## src/rtl/upsampler_pkg.sv

```systemverilog
// Shared types and width helpers for the linear interpolating upsampler.
package upsampler_pkg;

    typedef enum logic {
        S_WAIT = 1'b0,
        S_EMIT = 1'b1
    } state_t;

    // Accumulator holds prev scaled by RATIO plus one guard bit for the ramp.
    function automatic int acc_width(input int data_width, input int ratio);
        return data_width + $clog2(ratio) + 1;
    endfunction

endpackage

```

## src/rtl/interp_step_accum.sv

```systemverilog
// Ramp generator: loads prev*RATIO and the step delta, adds delta per output beat,
// and presents acc >>> SHIFT (floor rounding) as the interpolated sample.
module interp_step_accum
    import upsampler_pkg::*;
#(
    parameter int DATA_WIDTH = 12,
    parameter int RATIO      = 16
) (
    input  logic                  clk,
    input  logic                  rst_n,
    input  logic                  i_load,
    input  logic                  i_step,
    input  logic [DATA_WIDTH-1:0] i_prev,
    input  logic [DATA_WIDTH-1:0] i_sample,
    output logic [DATA_WIDTH-1:0] o_data
);

    localparam int SHIFT = $clog2(RATIO);
    localparam int ACC_W = acc_width(DATA_WIDTH, RATIO);

    logic [ACC_W-1:0]      r_acc;
    logic [DATA_WIDTH:0]   r_delta;
    logic [ACC_W-1:0]      w_prev_ext;
    logic [ACC_W-1:0]      w_delta_ext;

    assign w_prev_ext  = {{(SHIFT + 1){i_prev[DATA_WIDTH-1]}}, i_prev};
    assign w_delta_ext = {{SHIFT{r_delta[DATA_WIDTH]}}, r_delta};

    // A load wins over a step: the final beat's increment is irrelevant once a new burst starts.
    always_ff @(posedge clk or negedge rst_n) begin
        if (!rst_n) begin
            r_acc   <= '0;
            r_delta <= '0;
        end else if (i_load) begin
            r_acc   <= w_prev_ext << SHIFT;
            r_delta <= {i_sample[DATA_WIDTH-1], i_sample} - {i_prev[DATA_WIDTH-1], i_prev};
        end else if (i_step) begin
            r_acc   <= r_acc + w_delta_ext;
        end else begin
            r_acc   <= r_acc;
        end
    end

    // The ramp stays within [prev_old, new], so dropping the upper bits never overflows.
    assign o_data = r_acc[SHIFT +: DATA_WIDTH];

endmodule

```

## src/rtl/linear_interp_upsampler.sv

```systemverilog
// Audio upsampler emitting RATIO samples per input; LINEAR_INTERP_EN selects a linear
// ramp from the previous sample, otherwise each burst is a zero-order hold of the new sample.
module linear_interp_upsampler
    import upsampler_pkg::*;
#(
    parameter int DATA_WIDTH = 12,
    parameter int RATIO      = 16
) (
    input  logic                  clk,
    input  logic                  rst_n,
    input  logic                  in_valid,
    output logic                  in_ready,
    input  logic [DATA_WIDTH-1:0] in_data,
    output logic                  out_valid,
    input  logic                  out_ready,
    output logic [DATA_WIDTH-1:0] out_data
);

    localparam int SHIFT   = $clog2(RATIO);
    localparam int PHASE_W = (SHIFT < 1) ? 1 : SHIFT;

    state_t               r_state;
    state_t               w_state_nxt;
    logic [PHASE_W-1:0]   r_phase;
    logic [PHASE_W-1:0]   w_phase_nxt;
    logic [DATA_WIDTH-1:0] r_prev;
    logic                 w_out_fire;
    logic                 w_last;
    logic                 w_accept;

    assign out_valid  = (r_state == S_EMIT);
    assign w_out_fire = out_valid && out_ready;
    assign w_last     = (r_phase == PHASE_W'(RATIO - 1));
    // Accepting on the last beat keeps the output stream gap-free.
    assign in_ready   = (r_state == S_WAIT) || (w_out_fire && w_last);
    assign w_accept   = in_valid && in_ready;

    // Burst sequencing: start on accept, advance per output beat, idle after the last beat.
    always_comb begin
        w_state_nxt = r_state;
        w_phase_nxt = r_phase;
        case (r_state)
            S_WAIT: begin
                if (w_accept) begin
                    w_state_nxt = S_EMIT;
                    w_phase_nxt = '0;
                end else begin
                    w_state_nxt = S_WAIT;
                end
            end
            S_EMIT: begin
                if (w_accept) begin
                    w_state_nxt = S_EMIT;
                    w_phase_nxt = '0;
                end else if (w_out_fire) begin
                    w_phase_nxt = r_phase + PHASE_W'(1);
                    w_state_nxt = w_last ? S_WAIT : S_EMIT;
                end else begin
                    w_state_nxt = S_EMIT;
                end
            end
            default: begin
                w_state_nxt = S_WAIT;
                w_phase_nxt = '0;
            end
        endcase
    end

    // State, phase and last-accepted-sample registers.
    always_ff @(posedge clk or negedge rst_n) begin
        if (!rst_n) begin
            r_state <= S_WAIT;
            r_phase <= '0;
            r_prev  <= '0;
        end else begin
            r_state <= w_state_nxt;
            r_phase <= w_phase_nxt;
            if (w_accept) begin
                r_prev <= in_data;
            end else begin
                r_prev <= r_prev;
            end
        end
    end

`ifdef LINEAR_INTERP_EN
    logic [DATA_WIDTH-1:0] w_ramp_data;

    interp_step_accum #(
        .DATA_WIDTH (DATA_WIDTH),
        .RATIO      (RATIO)
    ) u_accum (
        .clk      (clk),
        .rst_n    (rst_n),
        .i_load   (w_accept),
        .i_step   (w_out_fire),
        .i_prev   (r_prev),
        .i_sample (in_data),
        .o_data   (w_ramp_data)
    );

    assign out_data = w_ramp_data;
`else
    assign out_data = r_prev;
`endif

endmodule
```

## config.mk

```make
export PLATFORM = sky130hd
export DESIGN_NAME = linear_interp_upsampler
export DESIGN_NICKNAME = d
export VERILOG_FILES = /design/src/rtl/upsampler_pkg.sv /design/src/rtl/interp_step_accum.sv /design/src/rtl/linear_interp_upsampler.sv
export SDC_FILE = /design/constraint.sdc
export NUM_CORES = 1
export LEC_CHECK = 0
export ABC_AREA = 1
export CORE_MARGIN = 1
export CORE_UTILIZATION = 47
export CTS_BUF_LIST = sky130_fd_sc_hd__clkbuf_2
export CTS_CLUSTER_DIAMETER = 30
export DETAILED_ROUTE_END_ITERATION = 10
export PLACE_DENSITY = 0.95
export SETUP_SLACK_MARGIN = 0.4
export SYNTH_ARGS = -nofsm -noshare
export SYNTH_HDL_FRONTEND = slang
export SYNTH_HIERARCHICAL = 1
export SYNTH_SLANG_ARGS = --single-unit
export TNS_END_PERCENT = 100
```

## constraint.sdc

```tcl
create_clock -name clk -period 2.9 [get_ports clk]
set_input_delay 0.58 -clock clk [delete_from_list [all_inputs] [get_ports clk]]
set_output_delay 0.58 -clock clk [all_outputs]
set_load 0.01 [all_outputs]
```

==> impl_metrics.csv, run 1 <==
group,metric,value,unit
detailed_routing,drt-pass1-iter-count,4,
clock_network,clk_pin_slew,130,ps
timing,finClkSkew,20.0,ps
grt,first_global_vias,676,
timing,relSlewSlack,0.517,
pwr,ir_drop,0.444,mV
detailed_routing,postRouteAntennaNets,0,
pwr,power_switching,305,uW
timing,setup_tns,0,ps
grt,groute.layer.met1.usage,0.242,
worst_setup_path,worst_path_largest_cell_delay,550,ps
clock_network,post-cts-setup-buffers,0,
timing,fmax,411,MHz
cells_and_area,nNetsFinal,138,
floorplan,core_area,0.00151,sq mm
timing,rsz0062_at_grt,"false",
worst_setup_path,r2r_end,"out_data[6]",
grt,grtUsageMet3,0.0259,
clock_network,cts_tree,"done",
worst_setup_path,cp-end-kind,"output pin",
worst_setup_path,cp-start-kind,"primary input",
clock_network,htreeDepth,1,
placed_design,hpwl,1210,um
clock_network,clockBufferDepth,2,
yosys,syn_inst,89,
hold_path,hold_path.class,"reg2reg",
worst_setup_path,reg2reg_from,"r_phase[0]",
floorplan,die-area,0.00178,sq mm
pwr,sw_frac_of_total,0.347,
timing,slew_viol_final,0,
clock_network,cts_sinks,17,
yosys,ys_ff_latch,17,
worst_setup_path,crit_slowest_cell,"clkdlybuf4s50_1",
floorplan,fp.dieH,42.2,um
detailed_routing,vias,701,
cells_and_area,final_area,0.00107,sq mm
cells_and_area,area_growth,41.4,%
hold_path,min_delay_path_depth,2,
floorplan,die-width,42.2,um
pwr,internal_power,573,uW
clock_network,cts.repair.resized,0,
grt,met2_usage,0.369,
pwr,comb_power_share,0.416,
detailed_routing,route.detailed.drc,0,
placed_design,dpl_cell_area,0.00105,sq mm
grt,grt_busiest_layer,"met2",
yosys,ys_seq_area_frac,0.560,
clock_network,cts_buffers,3,
worst_setup_path,reg2reg_depth,7,
detailed_routing,drt-initial-drc-count,15,
timing,tightest_slew,722,ps
detailed_routing,viasPerCell,5.15,
pwr,seqPwrFrac,0.460,
detailed_routing,wirelength,1700,um
worst_setup_path,required,2320,ps
timing,finalSetupViolations,0,
yosys,synth_nets,106,
timing,fin_ws,466,ps
worst_setup_path,worstPathCellList,"clkdlybuf4s50_1 > nand2_1 > o21ai_4 > clkdlybuf4s50_1",
worst_setup_path,reg2reg_slack,1360,ps
worst_setup_path,critPathMaxFanout,2,
worst_setup_path,arrival,1850,ps
clock_network,clock_latency,310,ps
yosys,netlist_area,759,sq um
cells_and_area,diodes,0,
cells_and_area,drive_gt1_frac,0.0667,
yosys,avgSynthCellArea,8.53,sq um
clock_network,clockRootBuffer,"clkbuf_2",
grt,grt_max_degree,18,
hold_path,hold_start,"out_data[9]",
floorplan,fp-row-count,14,
floorplan,start_util,0.504,
timing,period_share,0.839,
pwr,p_per_area,818,mW/mm^2
grt,grt_pass1_wl,2780,um
status,status,"complete, no violations",
run,maxCapViolCount,0,
floorplan,ios,30,
grt,grt_usage,0.211,
hold_path,hold-path-endpoint,"out_data[9]",
timing,min_period,2430,ps
yosys,yosys_warnings,6,
yosys,ys_types,14,
worst_setup_path,crit_top_cell,"clkdlybuf4s50_1",
clock_network,cts_hold_buf,0,
placed_design,gp_congestion,0.855,
pwr,power,879,uW
detailed_routing,wl_per_cell,12.5,um
grt,antenna_found_initial,0,
timing,hold_viol,0,
grt,overflow,0,
pwr,p_clk_frac,0.123,
worst_setup_path,path_class,"in2out",
placed_design,port_buffers,29,
pwr,p_leak,0.000542,uW
placed_design,place_ws,475,ps
cells_and_area,fillers,131,
[worst max-delay path by stage]
stage,startpoint,end,slack (ps),cells past startpoint
after floorplan,r_phase[0],in_ready,1270,4
after global placement,out_ready,in_ready,480,4
after detailed placement,out_ready,in_ready,480,4
after CTS,out_ready,in_ready,460,4
after global routing,out_ready,in_ready,420,4
final,out_ready,in_ready,470,4
[per-stage QoR]
step	std cells	utilization	hold slack (ps)
after floorplan	89	-	284
after global placement	132	0.699	454
after detailed placement	132	0.699	457
after CTS	136	0.713	491
after global routing	136	0.713	518
final	136	0.713	488
[critical path: cells and delay by family]
kind                   cells  cell delay, ps
buffers and inverters      2            1030
AO/OA/AOI/OAI              1             140
AND/OR/NAND/NOR            1             100
[state kept, by name, summed over array words and instances (netlist names)]
signal,flops
out_valid,1
out_data,12
r_phase,4
[cell usage after synthesis, drive strengths merged]
library cell	number	area [sq um]
inv	4	15.0
buf	3	23.8
ha	1	12.5
nand4	1	6.26
o21ai	2	21.3
nand3	13	65.1
dfrtp	17	425
nand2	42	168
nor2	6	22.5
[layout make-up]
| class | instances | area [sq um] | area share |
|---|---|---|---|
| flip-flops and latches | 17 | 425 | 0.396 |
| well taps | 16 | 20.0 | 0.0186 |
| repair buffers | 30 | 298 | 0.277 |
| clock buffers | 4 | 20.0 | 0.0186 |
| inverters | 4 | 15.0 | 0.0140 |
| multi-input cells | 65 | 295 | 0.275 |
[metal layers]
layer,share of wire,up-vias
li1,-,343
met1,0.41,335
met2,0.52,18
met3,0.044,5
met4,0.028,0
met5,0,-
[power by group through the flow]
stage	clock network, uW	logic, uW	registers [uW]
floorplan	0	127	436
global placement	0	353	404
detailed placement	0	367	410
CTS	111	368	405
global route	116	399	419
finish	108	366	405
[layout by cell type (no fill, tap or decap), drive strengths merged]
cell / instances
inv: 4
clkdlybuf4s50: 29
nor2: 6
dfrtp: 17
nand3: 13
nand4: 1
ha: 1
o21ai: 2
clkbuf: 4
nand2: 42
buf: 1
[logic make-up (layout without fill, tap and decap cells)]
| kind of cell | Yosys count | in the layout | synth area share |
|---|---|---|---|
| AO/OA/AOI/OAI | 2 | 2 | 0.0280 |
| AND/OR/NAND/NOR | 62 | 62 | 0.344 |
| flip-flops | 17 | 17 | 0.560 |
| buffers and inverters | 7 | 38 | 0.0511 |
| adder cells (fa/ha/maj) | 1 | 1 | 0.0165 |
Note: power is estimated with default switching activity, not from simulation.
==> run 2, diff against run 1 <==
CORE_UTILIZATION = 39   (was 47)
PLACE_DENSITY = 0.86   (was 0.95)
clock period = 2.1 ns   (was 2.9 ns; I/O delays follow)
==> run 2 against run 1 <==
Sequential cell count did not move. Combinational power is 62% higher. Critical path type unchanged. Core utilization decreased by 5.9 points. Clock-buffer cell count stayed put. Clock power increased by 37%. Highest routed layer is now met3. Sequential share of layout area shrank 3.1 points. Worst hold slack better by 4.1 ps. Largest cell class unchanged. Register-to-register slack got worse by 710 ps. Setup slack got worse by 91 ps. Global-route usage fell by 2.2 points. First-iteration DRC count grew 47%. Design area up 8.6%.
==> impl_metrics.csv, run 2 (synthesis gave the netlist of run 1 again) <==
group,metric,value,unit
floorplan,die-area,0.00213,sq mm
clock_network,clk_pin_slew,150,ps
detailed_routing,drt-pass1-iter-count,4,
timing,fmax,580,MHz
cells_and_area,area_growth,53.5,%
floorplan,start_util,0.426,
detailed_routing,drt-initial-drc-count,22,
timing,slew_viol_final,0,
detailed_routing,route.detailed.drc,0,
detailed_routing,viasPerCell,4.72,
detailed_routing,postRouteAntennaNets,0,
grt,overflow,0,
pwr,p_leak,0.000590,uW
placed_design,gp_congestion,0.743,
worst_setup_path,r2r_end,"out_data[4]",
grt,grt_usage,0.189,
worst_setup_path,reg2reg_from,"r_phase[0]",
pwr,seqPwrFrac,0.425,
timing,relSlewSlack,0.479,
timing,finalSetupViolations,0,
timing,rsz0062_at_grt,"true",
detailed_routing,wirelength,1870,um
timing,period_share,0.821,
hold_path,min_delay_path_depth,2,
floorplan,core_area,0.00178,sq mm
floorplan,fp-row-count,15,
worst_setup_path,path_class,"in2out",
pwr,p_clk_frac,0.115,
cells_and_area,fillers,150,
grt,antenna_found_initial,0,
worst_setup_path,required,1680,ps
clock_network,clockBufferDepth,2,
cells_and_area,drive_gt1_frac,0.162,
pwr,p_per_area,1110,mW/mm^2
detailed_routing,wl_per_cell,12.1,um
cells_and_area,diodes,0,
hold_path,hold_path.class,"reg2reg",
cells_and_area,nNetsFinal,148,
timing,min_period,1720,ps
worst_setup_path,cp-start-kind,"primary input",
worst_setup_path,cp-end-kind,"output pin",
clock_network,cts_hold_buf,0,
cells_and_area,layout_common_cells,"nand2_1, clkdlybuf4s50_1, dfrtp_1",
placed_design,place_ws,-6.93,ps
worst_setup_path,arrival,1300,ps
cells_and_area,final_core_util,0.654,
grt,grt_max_degree,18,
status,status,"complete, no violations",
floorplan,die-width,46.1,um
floorplan,ios,30,
pwr,comb_power_share,0.460,
placed_design,hpwl,1270,um
placed_design,port_buffers,29,
pwr,sw_frac_of_total,0.339,
hold_path,hold-path-endpoint,"out_data[8]",
detailed_routing,vias,732,
cells_and_area,largest_reg_flops,12,
pwr,power_switching,438,uW
pwr,internal_power,853,uW
pwr,ir_drop,0.495,mV
grt,first_global_vias,652,
clock_network,cts_buffers,3,
timing,fin_ws,375,ps
grt,grt_pass1_wl,2810,um
clock_network,htreeDepth,1,
run,maxCapViolCount,0,
worst_setup_path,critPathMaxFanout,2,
floorplan,fp.dieH,46.1,um
timing,hold_viol,0,
worst_setup_path,reg2reg_slack,650,ps
clock_network,cts_tree,"done",
cells_and_area,final_common_cell,"nand2_1",
clock_network,cts_sinks,17,
timing,finClkSkew,5.73,ps
clock_network,clock_latency,280,ps
clock_network,clockRootBuffer,"clkbuf_2",
timing,tightest_slew,778,ps
worst_setup_path,reg2reg_depth,7,
hold_path,hold_start,"out_data[8]",
## run 2: layer usage
layer  vias to the layer above  GRT usage  routed length (um)
li1                        361          -                   -
met2                        25      0.327                1040
met4                         0     0.0706                   0
met1                       346      0.233                 750
met3                         0     0.0353                  85
met5                         -          0                   0
## run 2: how the worst max path moves through the flow
stage	end	slack, ps	start	cells after the start
after floorplan	in_ready	630	r_phase[0]	4
after global placement	in_ready	-5	out_ready	4
after detailed placement	in_ready	-7	out_ready	4
after CTS	in_ready	390	out_ready	4
after global routing	in_ready	360	out_ready	4
final	in_ready	380	out_ready	4
## run 2: worst max-delay path, stage by stage
cell	delay, ps
clkdlybuf4s50_1	490
nand2_2	80
o21ai_4	180
buf_6	130
## run 2: area by class of cell
cell class,instances,area [sq um],area share
clock buffers,4,20.0,0.0172
inverters,4,15.0,0.0129
multi-input cells,65,300,0.258
flip-flops and latches,17,425,0.365
well taps,25,31.3,0.0268
repair buffers,40,374,0.321
## run 2: through the flow
stage          setup TNS (ps)  cell area [sq um]  std cells  power (uW)  hold slack (ps)
6_report                    0               1170        155        1290              492
5_1_grt                     0               1170        155        1390              523
4_1_cts                     0               1110        149        1240              495
3_5_place_dp            -6.93               1070        142        1070              459
3_3_place_gp            -4.77               1070        142        1050              456
2_1_floorplan               0                759         89         777              124
## run 2: timing repair
item | in CTS | in global routing
resized for setup | 4 | 3
setup endpoints to repair | 2 | 5
buffers inserted | 3 | 6
pin swaps | 0 | 2
## run 2: power groups by stage
stage          registers, uW  logic, uW  clock network, uW
3_3_place_gp             560        489                  0
4_1_cts                  548        540                155
5_1_grt                  566        652                172
3_5_place_dp             562        511                  0
2_1_floorplan            602        175                  0
6_report                 549        594                148
==> run 3, diff against run 2 <==
CORE_UTILIZATION = 44   (was 39)
PLACE_DENSITY = 0.91   (was 0.86)
clock period = 1.8 ns   (was 2.1 ns; I/O delays follow)
==> run 3 against run 2 <==
Clock power rose by 13%. First-iteration DRC count down 50%. Critical path type is now reg2out. Clock-buffer cell count did not move. Setup slack worse by 140 ps. Clock skew up 1.5 ps. Global-route usage is 3.4 points higher. Largest power group is now registers.
==> impl_metrics.csv, run 3 (synthesis gave the netlist of run 1 again) <==
group,metric,value,unit
status,status,"complete, no violations",
grt,grt_usage,0.223,
timing,hold_viol,0,
timing,tightest_slew,237,ps
clock_network,clockRootBuffer,"clkbuf_2",
cells_and_area,final_common_cell,"nand2_1",
worst_setup_path,critPathTopFamily,"flip-flops",
cells_and_area,largest_reg_flops,12,
detailed_routing,wirelength,1820,um
run,maxCapViolCount,0,
placed_design,place_inst,135,
worst_setup_path,cp-start-kind,"flip-flop",
floorplan,die-width,43.5,um
detailed_routing,drt-initial-drc-count,11,
timing,finalSetupViolations,0,
floorplan,fp-row-count,14,
clock_network,cts_tree,"done",
pwr,internal_power,886,uW
floorplan,die-area,0.00190,sq mm
worst_setup_path,critPathBufInv,1,
detailed_routing,wl_per_cell,12.7,um
detailed_routing,route.detailed.drc,0,
worst_setup_path,crit_slowest_cell,"dfrtp_1",
hold_path,hold_path.class,"in2async",
floorplan,core_area,0.00156,sq mm
detailed_routing,vias,728,
pwr,p_per_area,1240,mW/mm^2
timing,relSlewSlack,0.841,
worst_setup_path,required,1440,ps
timing,fin_ws,233,ps
cells_and_area,multi_input_area,303,sq um
timing,min_period,1570,ps
clock_network,clockBufferDepth,2,
timing,rsz0062_at_grt,"true",
clock_network,clk_pin_slew,160,ps
floorplan,fp.dieH,43.5,um
placed_design,hpwl,1350,um
clock_network,htreeDepth,1,
floorplan,start_util,0.487,
cells_and_area,final_core_util,0.717,
floorplan,ios,30,
timing,fmax,638,MHz
placed_design,gp_congestion,0.817,
grt,grt_max_degree,18,
cells_and_area,drive_gt1_frac,0.150,
clock_network,clock_latency,270,ps
worst_setup_path,worstPathCellList,"ha_2 > nand2_2 > o21ai_4 > buf_6",
cells_and_area,nNetsFinal,145,
cells_and_area,fillers,135,
timing,slew_viol_final,0,
grt,first_global_vias,724,
grt,overflow,0,
timing,setup_tns,0,ps
detailed_routing,drt-pass1-iter-count,3,
pwr,power_switching,500,uW
cells_and_area,area_growth,47.3,%
worst_setup_path,reg2reg_from,"r_phase[1]",
timing,finClkSkew,7.24,ps
worst_setup_path,path_class,"reg2out",
worst_setup_path,arrival,1210,ps
cells_and_area,fin_cells,143,
worst_setup_path,startpoint,"r_phase[1]",
cells_and_area,final_area,0.00112,sq mm
pwr,p_leak,0.000607,uW
grt,antenna_found_initial,0,
clock_network,cts_buffers,3,
cells_and_area,final-seq-area,425,sq um
placed_design,dpl_cell_area,0.00108,sq mm
clock_network,cts_sinks,17,
pwr,sw_frac_of_total,0.361,
timing,period_share,0.870,
worst_setup_path,worst_path_largest_cell_delay,400,ps
detailed_routing,viasPerCell,5.09,
cells_and_area,layout_common_cells,"nand2_1, dfrtp_1, clkdlybuf4s50_1",
pwr,seqPwrFrac,0.465,
placed_design,place_ws,-178,ps
pwr,p_clk_frac,0.120,
pwr,ir_drop,0.779,mV
pwr,comb_power_share,0.415,
worst_setup_path,cp-end-kind,"output pin",
worst_setup_path,critPathMaxFanout,2,
detailed_routing,postRouteAntennaNets,0,
placed_design,port_buffers,29,
grt,grt_pass1_wl,3150,um
cells_and_area,diodes,0,
run 3: cell types whose count changed in the layout (fill, tap and decap cells not counted):
cell and change:
clkdlybuf4s50_1 -14, dlygate4sd2_1 +13, buf_4 -3, clkdlybuf4s15_1 +1
nor2_1 -1, nor2_2 +1
run 3: metrics by stage:
step / hold WS [ps] / power [uW]
after global placement: 455 / 1230
after CTS: 391 / 1360
final: 389 / 1390
after global routing: 377 / 1500
after detailed placement: 458 / 1270
after floorplan: 64.4 / 908
run 3: layout make-up:
cell class,instances,share of cell area
multi-input cells,65,0.271
well taps,16,0.0179
clock buffers,4,0.0179
repair buffers,37,0.300
inverters,4,0.0134
flip-flops and latches,17,0.380
run 3: path summary, 6_finish.rpt:
check	end	slack (ps)	cells past startpoint
worst max register to register	out_data[1]	370	7
worst max-delay path	in_ready	230	4
min in group clk	out_data[3]	480	2
worst min register to register	out_data[3]	480	2
max in group asynchronous	out_data[11]	1230	2
worst min-delay path	out_data[4]	390	2
run 3: routing by layer:
layer	part of all wire	global-route usage	wire [um]	vias up
li1	-	-	-	359
met1	0.41	0.281	750	354
met2	0.55	0.391	997	13
met3	0.026	0.0292	48	2
met4	0.0099	0.0813	18	0
met5	0	0	0	-
run 3: timing repair:
item	4_1_cts	5_1_grt
setup buffers	2	2
hold buffers	0	0
endpoints found under the setup margin	29	18
pin swaps	2	1
gates resized for setup	20	3
gates cloned	0	0
run 3: power groups by stage:
stage | combinational [uW] | sequential (uW) | clock, uW
2_1_floorplan | 206 | 702 | 0
3_3_place_gp | 584 | 647 | 0
3_5_place_dp | 611 | 659 | 0
4_1_cts | 550 | 645 | 169
5_1_grt | 641 | 666 | 195
6_report | 575 | 644 | 167
